### config.mk
export PLATFORM = sky130hd
export DESIGN_NAME = dmem_store_buffer_flat
export DESIGN_NICKNAME = d
export VERILOG_FILES = /design/src/rtl/dmem_store_buffer_if.sv /design/src/rtl/dmem_store_buffer.sv /design/src/flat_wrapper.sv
export SDC_FILE = /design/constraint.sdc
export NUM_CORES = 1
export LEC_CHECK = 0
export BUFFER_PORTS_ARGS = -buffer_cell sky130_fd_sc_hd__buf_2
export CAP_MARGIN = 10
export CORE_MARGIN = 5
export CORE_UTILIZATION = 55
export DETAILED_ROUTE_END_ITERATION = 12
export PLACE_DENSITY = 0.76
export SETUP_SLACK_MARGIN = 0.5
export SYNTH_ARGS = -nofsm -noshare
export SYNTH_HDL_FRONTEND = slang
export SYNTH_SLANG_ARGS = --single-unit
export TNS_END_PERCENT = 5
### constraint.sdc
create_clock -name clk -period 11.8 [get_ports clk]
set_input_delay 3.54 -clock clk [delete_from_list [all_inputs] [get_ports clk]]
set_output_delay 3.54 -clock clk [all_outputs]
set_load 0.005 [all_outputs]
### src/rtl/dmem_store_buffer_if.sv
// dmem_store_buffer_if: core-side load/store signals and memory-side write/read bus of the store buffer
interface dmem_store_buffer_if #(
  parameter int AW = 32
);
  logic          memwrite;
  logic [AW-1:0] aluout;
  logic [31:0]   writedata;
  logic [31:0]   readdata;
  logic          stall;
  logic          sb_empty;
  logic          mem_wreq;
  logic [AW-1:0] mem_waddr;
  logic [31:0]   mem_wdata;
  logic          mem_wack;
  logic [AW-1:0] mem_raddr;
  logic [31:0]   mem_rdata;
  modport slave (
    input  memwrite, aluout, writedata, mem_wack, mem_rdata,
    output readdata, stall, sb_empty, mem_wreq, mem_waddr, mem_wdata, mem_raddr
  );
  modport master (
    output memwrite, aluout, writedata, mem_wack, mem_rdata,
    input  readdata, stall, sb_empty, mem_wreq, mem_waddr, mem_wdata, mem_raddr
  );
endinterface

### src/rtl/dmem_store_buffer.sv
// dmem_store_buffer: posted-store FIFO draining to data memory, with store-to-load forwarding
module dmem_store_buffer #(
  parameter int DEPTH = 4,
  parameter int AW    = 32
) (
  input logic            clk,
  input logic            reset,
  dmem_store_buffer_if.slave bus
);
  localparam int PW = $clog2(DEPTH);
  localparam int CW = PW + 1;
  logic [AW-1:0]    addr_q [DEPTH];
  logic [31:0]      data_q [DEPTH];
  logic [DEPTH-1:0] valid_q;
  logic [PW-1:0]    head, tail;
  logic [CW-1:0]    count;
  logic             full, empty, push, pop;
  logic [AW-1:0]    word_addr;
  assign word_addr     = {bus.aluout[AW-1:2], 2'b00};
  assign full          = count == CW'(DEPTH);
  assign empty         = count == '0;
  assign push          = bus.memwrite && !full;
  assign pop           = !empty && bus.mem_wack;
  assign bus.stall     = full;
  assign bus.sb_empty  = empty;
  assign bus.mem_wreq  = !empty;
  assign bus.mem_waddr = empty ? '0 : addr_q[head];
  assign bus.mem_wdata = empty ? '0 : data_q[head];
  assign bus.mem_raddr = word_addr;
  // Walk oldest to youngest so the last match (the youngest store) wins
  always_comb begin
    bus.readdata = bus.mem_rdata;
    for (int k = 0; k < DEPTH; k++)
      if (valid_q[head + PW'(k)] && addr_q[head + PW'(k)] == word_addr)
        bus.readdata = data_q[head + PW'(k)];
  end
  always_ff @(posedge clk or posedge reset) begin
    if (reset) begin
      head    <= '0;
      tail    <= '0;
      count   <= '0;
      valid_q <= '0;
    end else begin
      if (pop) begin
        valid_q[head] <= 1'b0;
        head          <= head + 1'b1;
      end
      if (push) begin
        valid_q[tail] <= 1'b1;
        tail          <= tail + 1'b1;
      end
      count <= count + CW'(push) - CW'(pop);
    end
  end
  // Entry payload needs no reset: it is only observed through valid_q or a non-empty head
  always_ff @(posedge clk) begin
    if (push) begin
      addr_q[tail] <= word_addr;
      data_q[tail] <= bus.writedata;
    end
  end
endmodule

### src/flat_wrapper.sv
// flat-port wrapper written by rule: the top's interface ports become plain ports
module dmem_store_buffer_flat 
#(
  parameter int DEPTH = 4,
  parameter int AW    = 32
)
  (clk, reset, bus_memwrite, bus_aluout, bus_writedata, bus_mem_wack, bus_mem_rdata, bus_readdata, bus_stall, bus_sb_empty, bus_mem_wreq, bus_mem_waddr, bus_mem_wdata, bus_mem_raddr);
  dmem_store_buffer_if #(.AW(AW)) bus_i ();
  input logic clk;
  input logic reset;
  input wire logic [$bits(bus_i.memwrite)-1:0] bus_memwrite;
  input wire logic [$bits(bus_i.aluout)-1:0] bus_aluout;
  input wire logic [$bits(bus_i.writedata)-1:0] bus_writedata;
  input wire logic [$bits(bus_i.mem_wack)-1:0] bus_mem_wack;
  input wire logic [$bits(bus_i.mem_rdata)-1:0] bus_mem_rdata;
  output wire logic [$bits(bus_i.readdata)-1:0] bus_readdata;
  output wire logic [$bits(bus_i.stall)-1:0] bus_stall;
  output wire logic [$bits(bus_i.sb_empty)-1:0] bus_sb_empty;
  output wire logic [$bits(bus_i.mem_wreq)-1:0] bus_mem_wreq;
  output wire logic [$bits(bus_i.mem_waddr)-1:0] bus_mem_waddr;
  output wire logic [$bits(bus_i.mem_wdata)-1:0] bus_mem_wdata;
  output wire logic [$bits(bus_i.mem_raddr)-1:0] bus_mem_raddr;
  assign bus_i.memwrite = bus_memwrite;
  assign bus_i.aluout = bus_aluout;
  assign bus_i.writedata = bus_writedata;
  assign bus_i.mem_wack = bus_mem_wack;
  assign bus_i.mem_rdata = bus_mem_rdata;
  assign bus_readdata = bus_i.readdata;
  assign bus_stall = bus_i.stall;
  assign bus_sb_empty = bus_i.sb_empty;
  assign bus_mem_wreq = bus_i.mem_wreq;
  assign bus_mem_waddr = bus_i.mem_waddr;
  assign bus_mem_wdata = bus_i.mem_wdata;
  assign bus_mem_raddr = bus_i.mem_raddr;
  dmem_store_buffer #(.DEPTH(DEPTH), .AW(AW)) u_core (.clk(clk), .reset(reset), .bus(bus_i));
endmodule
==> impl_metrics.toml, run 1 <==
[final_layout]
fin_nets = 1653
drive_above_1_share_pct = 35.1
area_growth_pct = 9.90
final.fill_count = 2626

[yosys]
synth_fa_ha_area_share_pct = 0.748
yosys-top-cells-area = "edfxtp_1 (38%), mux4_2 (23%), mux2i_1 (7.2%)"
syn_avg_cell_area_um2 = 13.5
ys.flop_type = "edfxtp_1"
synth_edf_count = 248
synthArstFlopShare_pct = 4.25
synth_compound_area_share_pct = 9.21
ys_ff_latch = 259
synthMuxAreaShare_pct = 31.0
synth_common_cells = "edfxtp_1 (248), mux4_2 (202), mux2i_1 (140), clkbuf_1 (77), xnor2_1 (74)"
synth.yosys.seq_area_share_pct = 39.8
synth_top_area_share_pct = 38.4
yosysTopAreaCell = "edfxtp_1"
synth_cells = 1438
synth_area_um2 = 19400
synth-xor-area-share_pct = 4.65
synth_top_family_by_area = "multiplexers"
ys_warn_count = 0
synth_most_common_cell = "edfxtp_1"
synth_cell_types = 63
synth-simple-area-share_pct = 9.19

[power_and_ir_drop]
vdd_ir_drop_max_uv = 368
swShare_pct = 40.7
pwr-share-seq_pct = 24.8
intPower_mw = 3.39
power.density_nw_per_um2 = 268
finalPower_mw = 5.72
comb_power_share_pct = 59.8
p_leak_nw = 7.28
p_switching_mw = 2.33
p_clk_share_pct = 15.4

[clocking]
cts_resized = 0
clk_latency_ns = 0.56
htreeDepth = 1
post-cts-setup-buffer-count = 0
clk_transition_reported_paths_ns = 0.06
cts_buffers = 28
cts_tree = "done"
cts_root_buffer = "clkbuf_16"
clock_sinks = 259
holdBufCountCts = 0
clockBufferDepth = 3

[drt]
final_antenna_net_count = 0
viasPerCell = 7.03
drt-total-wl_mm = 55.9
routedWlPerCell_um = 27.6
drc = 0
drt_iter0_drc = 1707
num_vias = 14226
first_pass_iters = 6

[timing]
finalHoldViolCount = 0
relSlewSlack_pct = 25.5
fin_crit_sh_pct = 88.1
worst_pin_slew_ns = 1.12
tns_ns = 0
setup_viol = 0
slew_violations = 0
rsz0062_at_grt = "no"
fmax_mhz = 96.2
final.min_clock_period_ns = 10.39
finClkSkew_ns = 0.0221

[grt]
grt_use_total_pct = 27.8
grt_pass1_wl_mm = 84.3
first_global_vias = 13711
antenna_found_initial = 1
grt_max_degree = 161
overflow = 0

[placement]
io_buffers = 224
hpwl_mm = 36.1
gp_congestion = 0.931

[die]
dieWidth_um = 198
boundaryPins = 231
initial_core_util_pct = 55.9
core_area_um2 = 34700
rows = 68
dieArea_um2 = 39100
die_height_um = 198

[setup_path]
worstPathMaxFanout = 33
cp_data_required_time_ns = 8.26
reg2regPathDepth = 5
cp_top_family = "simple AND/OR/NAND/NOR gates"
r2r-start = "u_core.head[0]"
worstSetupPathType = "input pin to output port"
critPathSlowestCell = "or4b_1"
arrival_ns = 6.85
crit_chain = "buf_2, nor2b_1, a211o_1, or4b_1, or4_1, buf_4, or3_1, buf_4, a41oi_2, o21a_1, buf_2"
critPathMaxStageDelay_ns = 0.50
critPathBufInv = 4
crit_path_end_kind = "output port"
startpoint_type = "input pin"
rrSetupSlack_ns = 8.61
r2r-end = "u_core.head[1]"

[job]
maxCapViolCount = 0

[status]
outcome = "completed"

[worst_hold_path]
holdCritStartpoint = "u_core.count[2]"
whs_path_depth = 1
worstHoldPathType = "register to register"
whs_endpoint = "u_core.count[2]"
-- flip-flops by register name, summed over array words and instances, names as in the netlist --
signal          flops
u_core.addr_q     120
u_core.valid_q      4
u_core.data_q     128
u_core.tail         2
u_core.head         2
u_core.count        3
-- metal layers --
| metal | wire, um | vias up | track usage [%] |
|---|---|---|---|
| met5 | 0 | - | 0 |
| met4 | 1540 | 0 | 7.63 |
| met3 | 6010 | 118 | 4.42 |
| met2 | 26600 | 907 | 44.1 |
| met1 | 21800 | 7190 | 40.6 |
| li1 | - | 6011 | - |
-- kinds of logic (layout without fill, tap and decap cells) --
group | count (synthesis) | in the layout
xor+xnor | 103 | 103
buf+inv | 196 | 319
simple gates | 319 | 319
other cells | 1 | 8
mux | 348 | 348
compound gates | 201 | 201
fa+ha+maj | 11 | 11
flops | 259 | 259
-- through the flow --
step / setup slack, ns / utilization, % / area, um^2 / instances / hold slack (ns)
floorplan: 2.08 / - / 19400 / 1441 / 0.452
global placement: 1.50 / 58.7 / 20400 / 1967 / 0.471
detailed placement: 1.48 / 58.7 / 20400 / 1967 / 0.477
CTS: 1.46 / 61.4 / 21300 / 2019 / 0.490
global route: 1.35 / 61.4 / 21300 / 2020 / 0.513
finish: 1.41 / 61.4 / 21300 / 2023 / 0.490
-- layout make-up --
class,instances,area (um^2),area share (%)
Tap cell,455,569,2.67
Clock inverter,17,180,0.845
Sequential cell,259,7730,36.3
Inverter,16,60.1,0.282
Timing Repair Buffer,251,1340,6.27
Clock buffer,35,737,3.46
Antenna cell,4,10.0,0.0470
Multi-Input combinational cell,986,10700,50.2
-- worst max path at each step --
stage / from / to / slack (ns) / depth (start not counted)
global placement: bus_aluout[31] / bus_readdata[31] / 1.50 / 11
global route: bus_aluout[21] / bus_readdata[25] / 1.35 / 11
finish: bus_aluout[31] / bus_readdata[4] / 1.41 / 11
detailed placement: bus_aluout[31] / bus_readdata[31] / 1.48 / 11
floorplan: bus_aluout[24] / bus_readdata[10] / 2.08 / 11
CTS: bus_aluout[31] / bus_readdata[31] / 1.46 / 11
-- placed cells by master (no fill, tap or decap), drive strengths merged, types with 7 or more instances in the layout --
cell	instances
edfxtp	248
xor2	29
inv	17
clkbuf	35
nor4	14
nand2b	7
o22ai	10
nand3	16
a41oi	32
a21oi	16
dfrtp	11
mux4	202
nand4	54
o21a	32
nor2b	38
nor3	8
xnor2	74
clkinv	11
mux2i	140
nand2	41
ha	10
nor2	52
and2	62
o41ai	32
o21ai	16
buf	251
-- power by group through the flow --
| stage | clock, mW | sequential [mW] | combinational, mW |
|---|---|---|---|
| after global routing | 0.937 | 1.44 | 3.64 |
| after CTS | 0.897 | 1.41 | 3.40 |
| after floorplan | 0 | 1.35 | 2.61 |
| final | 0.881 | 1.42 | 3.42 |
| after global placement | 0 | 1.41 | 3.35 |
| after detailed placement | 0 | 1.43 | 3.39 |
No activity file was read; power rests on OpenSTA's default activity.
==> run 2, diff against run 1 <==
Clock period 11.8 ns to 9.95 ns, I/O delays scaled along.
==> run 2 against run 1 <==
Sequential power increased by 18%. First-iteration DRC count increased by 13%. Count of clock-buffer cells in the layout decreased by 1. Register-to-register slack got worse by 1.9 ns. Critical path depth decreased by 1. Cell count about the same. Sequential cell count unchanged. Non-clock buffer count unchanged. Clock skew decreased by 0.00057 ns. Final area about the same. Combinational power increased by 19%. Global-route usage increased by 0.28 points. Critical path type unchanged. Largest cell class unchanged.
==> impl_metrics.toml, run 2 (synthesis results as in run 1) <==
[status]
outcome = "completed"

[die]
rows = 68
initial_core_util_pct = 55.9
dieWidth_um = 198
core_area_um2 = 34700
boundaryPins = 231
dieArea_um2 = 39100
die_height_um = 198

[timing]
worst_pin_slew_ns = 1.12
finalHoldViolCount = 0
setup_viol = 0
layout_setup_ws_ns = 0.913
relSlewSlack_pct = 25.1
fin_crit_sh_pct = 90.8
fmax_mhz = 111
tns_ns = 0
finClkSkew_ns = 0.0215
rsz0062_at_grt = "no"
final.min_clock_period_ns = 9.04
slew_violations = 0

[clocking]
htreeDepth = 1
holdBufCountCts = 0
cts_buffers = 29
cts_tree = "done"
post-cts-setup-buffer-count = 0
cts_resized = 0
cts_root_buffer = "clkbuf_16"
clk_transition_reported_paths_ns = 0.05
clk_latency_ns = 0.57
clock_sinks = 259
clockBufferDepth = 3

[setup_path]
cpMostUsedCell = "buf_2"
crit_chain = "buf_2, nor2b_1, a211o_1, or4b_1, or4_1, buf_4, o41ai_1, a41oi_2, o21a_1, buf_2"
worstPathMaxFanout = 32
rrSetupSlack_ns = 6.68
startpoint_type = "input pin"
critPathSlowestCell = "o41ai_1"
critPathBufInv = 3
cp_top_family = "simple AND/OR/NAND/NOR gates"
cp_data_required_time_ns = 6.97
critPathMaxStageDelay_ns = 0.54
arrival_ns = 6.05
crit_path_end_kind = "output port"
worstSetupPathType = "input pin to output port"

[placement]
dpl_cell_area_um2 = 20400
hpwl_mm = 35.9
placed_cells = 1967
gp_congestion = 0.992
io_buffers = 224
pre_cts_ws_ns = 0.981

[drt]
final_antenna_net_count = 0
num_vias = 14250
first_pass_iters = 7
drt-total-wl_mm = 56.6
viasPerCell = 7.04
drt_iter0_drc = 1927
routedWlPerCell_um = 28.0
drc = 0

[final_layout]
utilization_pct = 61.5
reg.largest.list = "u_core.data_q: 128 flops, u_core.addr_q: 120 flops, u_core.valid_q: 4 flops"
largest_reg_flops = 128
finish.instance_area_um2 = 21300
final_cell_mix = "edfxtp_1 (248), buf_2 (224), mux4_2 (202)"
top_register = "u_core.data_q"
drive_above_1_share_pct = 35.0
instances_no_fill = 2025
fin_nets = 1654
final_common_cell = "edfxtp_1"
final.fill_count = 2718
area_growth_pct = 10.0

[grt]
grt_pass1_wl_mm = 85.3
grt_use_total_pct = 28.1
antenna_found_initial = 3
grt_max_degree = 161
overflow = 0
first_global_vias = 13990

[power_and_ir_drop]
vdd_ir_drop_max_uv = 213
p_leak_nw = 7.28
power.density_nw_per_um2 = 318

[worst_hold_path]
worstHoldPathType = "register to register"

[job]
maxCapViolCount = 0
-- run 2: cell count changes in the layout (fill, tap and decap cells not counted) --
cell,before,now
inv_6,1,2
clkbuf_1,6,5
clkinv_4,1,0
clkinv_1,3,6
clkbuf_16,28,29
buf_4,26,23
buf_12,1,4
clkinv_8,1,0
diode_2,4,5
bufinv_16,3,2
clkbuf_8,1,0
clkinvlp_4,2,3
-- run 2: worst paths after layout --
| check | startpoint | depth (start not counted) | endpoint |
|---|---|---|---|
| hold reg to reg | u_core.count[2] | 1 | u_core.count[2] |
| setup / recovery | bus_aluout[31] | 10 | bus_readdata[29] |
| hold / removal | u_core.count[2] | 1 | u_core.count[2] |
| max in group asynchronous | reset | 2 | u_core.head[1] |
| setup reg to reg | u_core.count[2] | 10 | u_core.count[2] |
| min in group asynchronous | reset | 2 | u_core.head[0] |
-- run 2: layout make-up --
type | instances | area, um^2 | area share (%)
well taps | 455 | 569 | 2.67
clock inverters | 19 | 153 | 0.715
multi-input cells | 986 | 10700 | 50.1
inverters | 16 | 60.1 | 0.281
clock buffers | 34 | 744 | 3.49
flip-flops and latches | 259 | 7730 | 36.2
diodes | 5 | 12.5 | 0.0586
repair buffers | 251 | 1370 | 6.44
-- run 2: stage by stage --
| stage | hold slack (ns) | total power, mW |
|---|---|---|
| final | 0.486 | 6.78 |
| after global routing | 0.533 | 7.14 |
| after CTS | 0.489 | 6.77 |
| after detailed placement | 0.481 | 5.73 |
| after global placement | 0.472 | 5.67 |
| after floorplan | 0.452 | 4.69 |
-- run 2: layer usage --
metal / routed length, um / global-route usage [%] / vias to the layer above
li1: - / - / 6007
met3: 6410 / 5.62 / 120
met4: 1470 / 8.01 / 2
met1: 21900 / 39.9 / 7171
met5: 13 / 0 / -
met2: 26900 / 44.7 / 950
-- run 2: power by group --
part           leakage (nW)  internal, mW  switching (mW)
combinational          4.45          1.97            2.10
sequential             2.40          1.46           0.223
clock                 0.434         0.585           0.443
